### config.mk
export PLATFORM = sky130hd
export DESIGN_NAME = pipe_hazard_ctrl
export DESIGN_NICKNAME = d
export VERILOG_FILES = /design/src/rtl/pipe_pkg.sv /design/src/rtl/hazard_shadow.sv /design/src/rtl/pipe_hazard_ctrl.sv
export SDC_FILE = /design/constraint.sdc
export NUM_CORES = 1
export LEC_CHECK = 0
export ABC_CLOCK_PERIOD_IN_PS = 3300
export CAP_MARGIN = 20
export CORE_MARGIN = 2
export CORE_UTILIZATION = 35
export DETAILED_ROUTE_END_ITERATION = 12
export PLACE_DENSITY_LB_ADDON = 0.1
export SLEW_MARGIN = 40
export SYNTH_ARGS = -nofsm -noshare
export SYNTH_HDL_FRONTEND = slang
export SYNTH_SLANG_ARGS = --single-unit
### constraint.sdc
create_clock -name clk -period 3.3 [get_ports clk]
set_clock_uncertainty 0.15 [all_clocks]
set_input_delay 0.33 -clock clk [delete_from_list [all_inputs] [get_ports clk]]
set_output_delay 0.33 -clock clk [all_outputs]
set_load 0.02 [all_outputs]
### src/rtl/pipe_pkg.sv
// Shared types and helpers for the pipeline hazard controller: cycle kinds,
// the shadow-pipeline entry, forwarding-select encoding and parameter checks.
package pipe_pkg;

  // Widest register address the shadow entry can carry.
  localparam int REG_AW_MAX = 8;

  // Forwarding select: 0 reads the regfile, k picks post-EX stage k.
  localparam int FWD_SEL_REGFILE = 0;

  // What the pipeline does on a given clock edge.
  typedef enum logic [1:0] {
    CYC_NORMAL = 2'd0,  // advance, ID enters EX
    CYC_STALL  = 2'd1,  // hold IF/ID, bubble into EX
    CYC_FLUSH  = 2'd2,  // kill wrong-path work younger than the branch
    CYC_HOLD   = 2'd3   // external freeze, nothing moves
  } cyc_e;

  // One in-flight instruction as seen by the hazard logic.
  typedef struct packed {
    logic                  wr;  // writes a non-zero destination
    logic                  ld;  // destination value comes from memory
    logic [REG_AW_MAX-1:0] rd;
  } shadow_entry_t;

  localparam shadow_entry_t SHADOW_BUBBLE = '0;

  // Select code for a producer found at shadow index j: after the consumer
  // moves into EX, that producer sits in post-EX stage j+1.
  function automatic int fwd_sel_stage(input int j);
    return j + 1;
  endfunction

  function automatic bit params_ok(input int reg_aw, input int fwd_depth,
                                   input int ld_lat, input int br_stage,
                                   input int cnt_w);
    return (reg_aw >= 1) && (reg_aw <= REG_AW_MAX) &&
           (fwd_depth >= 2) && (fwd_depth <= 4) &&
           (ld_lat >= 1) && (ld_lat <= fwd_depth - 1) &&
           (br_stage >= 1) && (br_stage <= 2) &&
           (cnt_w >= 1);
  endfunction

endpackage

### src/rtl/hazard_shadow.sv
// Shadow copy of the post-ID pipeline (index 0 = EX). Detects load-use
// hazards for the instruction in ID and registers its forwarding selects.
module hazard_shadow
  import pipe_pkg::*;
#(
  parameter int REG_AW    = 5,
  parameter int FWD_DEPTH = 2,
  parameter int LD_LAT    = 1,
  parameter int BR_STAGE  = 2,
  parameter int SEL_W     = $clog2(FWD_DEPTH + 1)
) (
  input  logic              clk,
  input  logic              reset,
  input  cyc_e              cyc,
  input  logic              id_valid,
  input  logic [REG_AW-1:0] id_rs1,
  input  logic [REG_AW-1:0] id_rs2,
  input  logic              id_use_rs1,
  input  logic              id_use_rs2,
  input  logic [REG_AW-1:0] id_rd,
  input  logic              id_regwrite,
  input  logic              id_memread,
  output logic              load_use,
  output logic [SEL_W-1:0]  fwd_sel_a,
  output logic [SEL_W-1:0]  fwd_sel_b
);

  shadow_entry_t shadow_q [FWD_DEPTH];
  shadow_entry_t shadow_d [FWD_DEPTH];

  logic [SEL_W-1:0] fwd_a_q, fwd_a_d, fwd_b_q, fwd_b_d;
  logic [SEL_W-1:0] fwd_a_nxt, fwd_b_nxt;
  logic [REG_AW_MAX-1:0] rs1_w, rs2_w;
  logic use1, use2;
  shadow_entry_t id_entry;

  // Compare the ID sources with every in-flight destination.
  always_comb begin
    // NOTE: every signal assigned here gets a default first, so no path can
    // leave one unassigned and infer a latch.
    rs1_w     = REG_AW_MAX'(id_rs1);
    rs2_w     = REG_AW_MAX'(id_rs2);
    use1      = id_valid & id_use_rs1 & (id_rs1 != '0);
    use2      = id_valid & id_use_rs2 & (id_rs2 != '0);
    load_use  = 1'b0;
    fwd_a_nxt = SEL_W'(FWD_SEL_REGFILE);
    fwd_b_nxt = SEL_W'(FWD_SEL_REGFILE);
    // Oldest first, so the nearest producer overwrites and wins.
    for (int j = FWD_DEPTH - 1; j >= 0; j--) begin
      if (shadow_q[j].wr && (shadow_q[j].rd == rs1_w)) fwd_a_nxt = SEL_W'(fwd_sel_stage(j));
      if (shadow_q[j].wr && (shadow_q[j].rd == rs2_w)) fwd_b_nxt = SEL_W'(fwd_sel_stage(j));
    end
    // Load data is not ready while the load is within LD_LAT of EX.
    for (int j = 0; j < LD_LAT; j++) begin
      if (shadow_q[j].wr && shadow_q[j].ld &&
          ((use1 && (shadow_q[j].rd == rs1_w)) || (use2 && (shadow_q[j].rd == rs2_w))))
        load_use = 1'b1;
    end
  end

  // Next shadow contents and forwarding selects for each kind of cycle.
  always_comb begin
    id_entry.wr = id_valid & id_regwrite & (id_rd != '0);
    id_entry.ld = id_memread;
    id_entry.rd = REG_AW_MAX'(id_rd);
    shadow_d    = shadow_q;
    fwd_a_d     = fwd_a_q;
    fwd_b_d     = fwd_b_q;
    if (cyc != CYC_HOLD) begin
      for (int j = 1; j < FWD_DEPTH; j++) shadow_d[j] = shadow_q[j-1];
      shadow_d[0] = SHADOW_BUBBLE;
      fwd_a_d     = SEL_W'(FWD_SEL_REGFILE);
      fwd_b_d     = SEL_W'(FWD_SEL_REGFILE);
    end
    case (cyc)
      CYC_NORMAL: begin
        shadow_d[0] = id_entry;
        fwd_a_d     = fwd_a_nxt;
        fwd_b_d     = fwd_b_nxt;
      end
      CYC_FLUSH: begin
        // Entries that came from stages younger than the branch are wrong-path.
        for (int j = 1; j < FWD_DEPTH; j++)
          if (j < BR_STAGE) shadow_d[j] = SHADOW_BUBBLE;
      end
      default: ;
    endcase
  end

  // Shadow and select registers.
  always_ff @(posedge clk or posedge reset) begin
    if (reset) begin
      // NOTE: the shadow is a handful of flops, not a RAM, so every entry is
      // reset; a stale wr bit after reset would raise false hazards.
      for (int j = 0; j < FWD_DEPTH; j++) shadow_q[j] <= SHADOW_BUBBLE;
      fwd_a_q <= '0;
      fwd_b_q <= '0;
    end else begin
      // NOTE: non-blocking assignments so every flop samples pre-edge values;
      // blocking here would let the shift ripple through all stages at once.
      shadow_q <= shadow_d;
      fwd_a_q  <= fwd_a_d;
      fwd_b_q  <= fwd_b_d;
    end
  end

  assign fwd_sel_a = fwd_a_q;
  assign fwd_sel_b = fwd_b_q;

endmodule

### src/rtl/pipe_hazard_ctrl.sv
// Pipeline hazard controller: picks the cycle kind (freeze > flush > stall),
// drives the stall/bubble/flush controls and keeps saturating event counts.
module pipe_hazard_ctrl
  import pipe_pkg::*;
#(
  parameter int REG_AW    = 5,
  parameter int FWD_DEPTH = 2,
  parameter int LD_LAT    = 1,
  parameter int BR_STAGE  = 2,
  parameter int CNT_W     = 32
) (
  input  logic                               clk,
  input  logic                               reset,
  input  logic                               id_valid,
  input  logic [REG_AW-1:0]                  id_rs1,
  input  logic [REG_AW-1:0]                  id_rs2,
  input  logic                               id_use_rs1,
  input  logic                               id_use_rs2,
  input  logic [REG_AW-1:0]                  id_rd,
  input  logic                               id_regwrite,
  input  logic                               id_memread,
  input  logic                               branch_taken,
  input  logic                               ext_stall,
  output logic                               stall_if_id,
  output logic                               bubble_id_ex,
  output logic [BR_STAGE:0]                  flush,
  output logic [$clog2(FWD_DEPTH+1)-1:0]     fwd_sel_a,
  output logic [$clog2(FWD_DEPTH+1)-1:0]     fwd_sel_b,
  output logic [CNT_W-1:0]                   stall_cnt,
  output logic [CNT_W-1:0]                   flush_cnt
);

  localparam int SEL_W = $clog2(FWD_DEPTH + 1);

  if (!params_ok(REG_AW, FWD_DEPTH, LD_LAT, BR_STAGE, CNT_W)) begin : g_bad_params
    $error("pipe_hazard_ctrl: illegal parameter combination");
  end

  logic             load_use;
  cyc_e             cyc;
  logic [CNT_W-1:0] stall_cnt_q, stall_cnt_d, flush_cnt_q, flush_cnt_d;

  hazard_shadow #(
    .REG_AW   (REG_AW),
    .FWD_DEPTH(FWD_DEPTH),
    .LD_LAT   (LD_LAT),
    .BR_STAGE (BR_STAGE),
    .SEL_W    (SEL_W)
  ) u_shadow (
    .clk        (clk),
    .reset      (reset),
    .cyc        (cyc),
    .id_valid   (id_valid),
    .id_rs1     (id_rs1),
    .id_rs2     (id_rs2),
    .id_use_rs1 (id_use_rs1),
    .id_use_rs2 (id_use_rs2),
    .id_rd      (id_rd),
    .id_regwrite(id_regwrite),
    .id_memread (id_memread),
    .load_use   (load_use),
    .fwd_sel_a  (fwd_sel_a),
    .fwd_sel_b  (fwd_sel_b)
  );

  // Cycle priority: a freeze beats everything; a flush beats a stall because
  // the stalled instruction is on the wrong path anyway.
  always_comb begin
    cyc = CYC_NORMAL;
    if (ext_stall)         cyc = CYC_HOLD;
    else if (branch_taken) cyc = CYC_FLUSH;
    else if (load_use)     cyc = CYC_STALL;
  end

  // Controls are combinational and forced quiet while reset is held.
  assign stall_if_id  = ~reset & (cyc == CYC_STALL);
  assign bubble_id_ex = stall_if_id;
  assign flush        = {(BR_STAGE+1){~reset & (cyc == CYC_FLUSH)}};

  // Counter increments stop at all-ones instead of wrapping.
  always_comb begin
    stall_cnt_d = stall_cnt_q;
    flush_cnt_d = flush_cnt_q;
    if ((cyc == CYC_STALL) && (stall_cnt_q != '1)) stall_cnt_d = stall_cnt_q + CNT_W'(1);
    if ((cyc == CYC_FLUSH) && (flush_cnt_q != '1)) flush_cnt_d = flush_cnt_q + CNT_W'(1);
  end

  // Event counter registers.
  always_ff @(posedge clk or posedge reset) begin
    if (reset) begin
      stall_cnt_q <= '0;
      flush_cnt_q <= '0;
    end else begin
      stall_cnt_q <= stall_cnt_d;
      flush_cnt_q <= flush_cnt_d;
    end
  end

  assign stall_cnt = stall_cnt_q;
  assign flush_cnt = flush_cnt_q;

endmodule

* Word-level counts from Yosys, hierarchy flattened
Index checks and enable logic that the tools add are counted.
W data, S select, Z words.
** Word-level totals
- Register bits after elaboration :: 87
- Bits of input ports :: 24
- Output and inout bits :: 73
- Logic and storage cells :: 60
** Operators by class
- Add/sub/neg operators :: 2
- Equality and inequality tests :: 9
- Muxes and demuxes :: 14
- Bitwise gates (word level) :: 9
- Reduce and logical (&&, ||, !) cells :: 17
** Operators with widths (count)
- $add A32 B1 Y32 const B :: 2
- $ne A32 B32 Y1 const B :: 2
- $eq A8 B5 Y1 :: 4
- $mux W10 :: 2
- $mux W20 :: 1
- $mux W2 :: 9
- $reduce_bool A5 Y1 :: 3
- $logic_and A1 B1 Y1 :: 10
- $and A1 B1 Y1 :: 8
- $reduce_bool A2 Y1 :: 2
- $eq A2 B1 Y1 const B :: 1
- $eq A2 B2 Y1 const B :: 1
- $logic_not A2 Y1 :: 1
- $mux W1 :: 2
- $ne A2 B2 Y1 const B :: 1
- $logic_or A1 B1 Y1 :: 1
- $not A1 Y1 :: 1

* Depth between registers and ports, before layout
- Word-level depth :: 12
- Mapped depth :: 8
- Depth with buffers taken out :: 7

* By module
Synthesis repeated with hierarchy kept, for this count alone.
** Unflattened totals
- Cell total of the unflattened synthesis :: 378
- Area total of the unflattened synthesis :: 4031.4 um^2
** By module, submodules not included
- pipe_hazard_ctrl :: instances 1, cells each 284, area an instance 3116.7 um^2, sequential area each 1601.5 um^2
- hazard_shadow :: instances 1, cells each 94, area an instance 914.6 um^2, sequential area each 425.4 um^2

* Least setup slack after synthesis
Ideal clock, no wire load.
- Kind :: input-to-output
- From :: input ext_stall
- To :: output stall_if_id
- Arrival time :: 1.743 ns
- Data required time :: 2.820 ns
- Setup slack :: 1.077 ns
- Stages on the path :: 8
- Path buffers :: 3
- Cells stage by stage :: buf_6 nor2_4 nand2_2 nor4_2 nor2_1 buf_6 nor2_1 buf_4
** On the way
- Word-level cells in the longest chain between the ends :: 3
** Ends and longest elaborated chain
- start: declaration :: line pipe_hazard_ctrl.sv:23 : input logic ext_stall,
- $mux W2 :: line pipe_hazard_ctrl.sv:70 : if (ext_stall) cyc = CYC_HOLD;
- $eq A2 B1 Y1 :: line pipe_hazard_ctrl.sv:76 : assign stall_if_id = ~reset & (cyc == CYC_STALL);
- $and A1 B1 Y1 :: line pipe_hazard_ctrl.sv:76
- end: declaration :: line pipe_hazard_ctrl.sv:24 : output logic stall_if_id,
No other way between the ends.

* Worst setup path after layout
- From :: input id_rs1[3]
- To :: output stall_if_id
** On the way
- Word-level cells in the longest chain between the ends :: 11
- Elaborated cells between the ends (all ways) :: 12
- Those cells by class :: 2 x eq/ne; 4 x mux; 2 x bitwise; 4 x reduce/logical
** Ends and longest elaborated chain
- start: declaration :: line pipe_hazard_ctrl.sv:15 : input logic [REG_AW-1:0] id_rs1,
- $reduce_bool A5 Y1 :: line hazard_shadow.sv:43 : use1 = id_valid & id_use_rs1 & (id_rs1 != '0);
- $and A1 B1 Y1 :: line hazard_shadow.sv:43
- $logic_and A1 B1 Y1 (*) :: line hazard_shadow.sv:56 : ((use1 && (shadow_q[j].rd == rs1_w)) || (use2 && (shadow_q[j].rd == rs2_w))))
- $logic_or A1 B1 Y1 (*) :: line hazard_shadow.sv:56
- $logic_and A1 B1 Y1 (*) :: line hazard_shadow.sv:55 : if (shadow_q[j].wr && shadow_q[j].ld &&
- $mux W1 (*) :: line hazard_shadow.sv:55
- $mux W1 (*) :: line pipe_hazard_ctrl.sv:72 : else if (load_use) cyc = CYC_STALL;
- $mux W2 (*) :: line pipe_hazard_ctrl.sv:71 : else if (branch_taken) cyc = CYC_FLUSH;
- $mux W2 (*) :: line pipe_hazard_ctrl.sv:70
- $eq A2 B1 Y1 (*) :: line pipe_hazard_ctrl.sv:76
- $and A1 B1 Y1 (*) :: line pipe_hazard_ctrl.sv:76
Every way passes the cells marked *; elsewhere a longest branch is shown, timed or not.

==> results_dict.tcl <==
set metrics [dict create \
    status "completed" \
    grt_pass1_wl_um 16800 \
    hold_buffers 0 \
    crit_arrival_ps 2510 \
    cts_buffer_depth 2 \
    wl_per_cell_um 15.7 \
    synth_seq_area_share_pct 49.1 \
    numPortBuffers 96 \
    core_um2 11500 \
    setup-violations-final 0 \
    yosys.area_share.xor_xnor_pct 17.2 \
    synth.distinct_cells 43 \
    clockPowerShare_pct 43.5 \
    vias 3270 \
    initial_utilization_pct 36.0 \
    ctsResizeCount 0 \
    crit_type "input pin to primary output" \
    synth_area_leaders "dfrtp_1 49%, xnor2_1 14%, nand4_1 4.5%, nand3_1 3.5%, nand2_1 3.5%" \
    die_area_um2 12700 \
    drt_iter0_markers 154 \
    drive_gt1_share_pct 7.30 \
    fin_crit_sh_pct 90.6 \
    switchingPower_mw 0.610 \
    required_ps 2820 \
    grt_pass1_vias 3284 \
    clkLatencyLatePin_ps 340 \
    place_hpwl_um 7370 \
    totalPowerFinal_mw 2.49 \
    synthMuxAreaShare_pct 0.546 \
    synth_edf_count 0 \
    min_period_ps 2990 \
    cts_setup_buffers 0 \
    cp_slowest_cell "or4_1" \
    cp_cell_sequence "clkdlybuf4s50_1 -> or4_1 -> o2111ai_2 -> nor4_2 -> nor2_1 -> nor2_1 -> clkdlybuf4s50_1" \
    hold_ws_ps 296 \
    synth-compound-area-share_pct 3.76 \
    rsz0062_at_grt "false" \
    gp_congestion 0.869 \
    synth-async-reset-ratio_pct 100 \
    slew_violations 0 \
    grtUsageTotal_pct 16.6 \
    drc 0 \
    syn_nets 416 \
    synthSimpleGateAreaFrac_pct 25.9 \
    leakage_nw 2.25 \
    crit_fanout 3 \
    vias_per_cell 5.14 \
    synth_top_family_by_area "simple AND/OR/NAND/NOR gates" \
    startpoint_type "input pin" \
    yosysTopAreaCellShare_pct 49.1 \
    nNetsFinal 514 \
    drtPass1Iterations 4 \
    nFillCells 1081 \
    synth_area_um2 4130 \
    fin_ws_ps 310 \
    grt_antenna_before_repair 0 \
    grt_overflow 0 \
    seqCellArea_um2 2030 \
    h-tree-depth 3 \
    hold_viol 0 \
    ant_nets 0 \
    ir_drop_mv 0.273 \
    synth_fa_ha_area_share_pct 0.607 \
    cts_tree "yes" \
    clk_pin_slew_ps 60 \
    die_h_um 113 \
    tightest_slew_ps 647 \
    holdCritPathClass "input pin to async pin" \
    clkSinkCount 81 \
    sw_frac_of_total_pct 24.5 \
    crit_start "id_rs1[3]" \
    fin_tns_setup_ps 0 \
    yosysMostFrequentCell "dfrtp_1" \
    synth.ff_latch_count 81 \
    syn-mean-instance-area_um2 10.6 \
    crit_path_max_incr_delay_ps 570 \
    die_w_um 113 \
    ys_warn_count 0 \
    multi_input_area_um2 1980 \
    routed_wl_um 9970 \
    io_pins 97 \
    antenna_cells 0 \
    synthFlopType "dfrtp_1" \
    synthCells 390 \
    cap_violations 0 \
    relSlewSlack_pct 56.5 \
    root_buffer "clkbuf_16" \
    syn2layout_area_growth_pct 34.3 \
    reg2reg_from "stall_cnt[0]" \
    grt_max_degree 42 \
    p_comb_share_pct 12.0 \
    cts_buffers 9 \
    endpoint_kind "primary output" \
    seq_power_share_pct 44.5 \
    p_int_mw 1.88 \
    power.density_nw_per_um2 449 \
    yosysTopAreaCell "dfrtp_1" \
    dpl_worst_slack_ps 277 \
    rows 39 \
    ys_top_cells_by_count "81 x dfrtp_1, 65 x xnor2_1, 38 x nand2_1, 30 x nand4_1, 29 x nand3_1" \
    fmax_mhz 334 \
]
-- per-layer routing --
metal	routed length, um	share of wire, %	track usage, %
met1	4860	49	23.0
met4	173	1.7	6.59
met5	0	0	0
met2	4520	45	25.3
met3	415	4.2	3.67
-- sequential cells by signal (all words and copies together), names as in the netlist --
signal,cells
flush_cnt,32
stall_cnt,32
u_shadow.shadow_q,13
u_shadow.fwd_sel_a,2
u_shadow.fwd_sel_b,2
-- path summary, 6_finish.rpt --
path | to | slack [ps] | cells past startpoint
worst max register to register | stall_cnt[8] | 1010 | 7
worst min-delay path | flush_cnt[7] | 300 | 2
worst max-delay path | stall_if_id | 310 | 7
max in group asynchronous | u_shadow.fwd_sel_a[0] | 2090 | 3
worst min register to register | u_shadow.shadow_q[9] | 330 | 2
min in group clk | u_shadow.shadow_q[9] | 330 | 2
-- worst max-delay path, delay by kind of cell --
family | cells | cell delay (ps)
buffers and inverters | 2 | 1030
AND/OR/NAND/NOR | 4 | 940
AO/OA/AOI/OAI | 1 | 220
-- through the flow --
stage	std cells	util, %	cell area, um2
2_1_floorplan	390	-	4130
3_3_place_gp	620	45.4	5210
6_report	636	48.3	5540
5_1_grt	636	48.3	5540
4_1_cts	636	48.3	5540
3_5_place_dp	620	45.4	5210
-- layout make-up --
| class | instances | share of cell area [%] |
|---|---|---|
| multi-input cells | 292 | 35.8 |
| clock inverters | 1 | 0.542 |
| flip-flops and latches | 81 | 36.6 |
| clock buffers | 15 | 5.37 |
| well taps | 143 | 3.23 |
| inverters | 3 | 0.248 |
| repair buffers | 101 | 18.2 |
-- cells in the final DEF, fill, tap and decap left out, types with 2 or more instances in the layout --
cell type	instances
and3_1	17
or3_1	4
nand2_1	38
and4_1	8
nor4_2	4
and2_1	3
nand2b_1	7
mux2_2	2
xnor2_1	65
nor2_1	12
nor3_1	13
clkbuf_16	9
ha_1	2
buf_4	4
or4_1	3
xor2_1	16
clkbuf_8	5
inv_1	2
nand4_1	30
dfrtp_1	81
clkdlybuf4s50_1	96
nand3_1	29
nor4_1	4
a32o_1	6
o21ai_0	10
nor3_2	2
-- kinds of logic (layout without fill, tap and decap cells) --
logic type | count (synthesis) | count (layout)
and+or+nand+nor | 186 | 186
DFF | 81 | 81
AOI/OAI and AO/OA | 21 | 21
xor gates and xnor gates | 81 | 81
buffers and inverters | 17 | 120
adders and majority gates | 2 | 2
muxes | 2 | 2
-- power groups by stage --
stage                     logic (mW)  registers (mW)  clock network, mW
after floorplan                0.118            1.15                  0
final                          0.298            1.11               1.08
after global routing           0.326            1.12               1.14
after CTS                      0.303            1.11               1.11
after global placement         0.299            1.12                  0
after detailed placement       0.302            1.12                  0
Note: power is estimated with default switching activity, not from simulation.
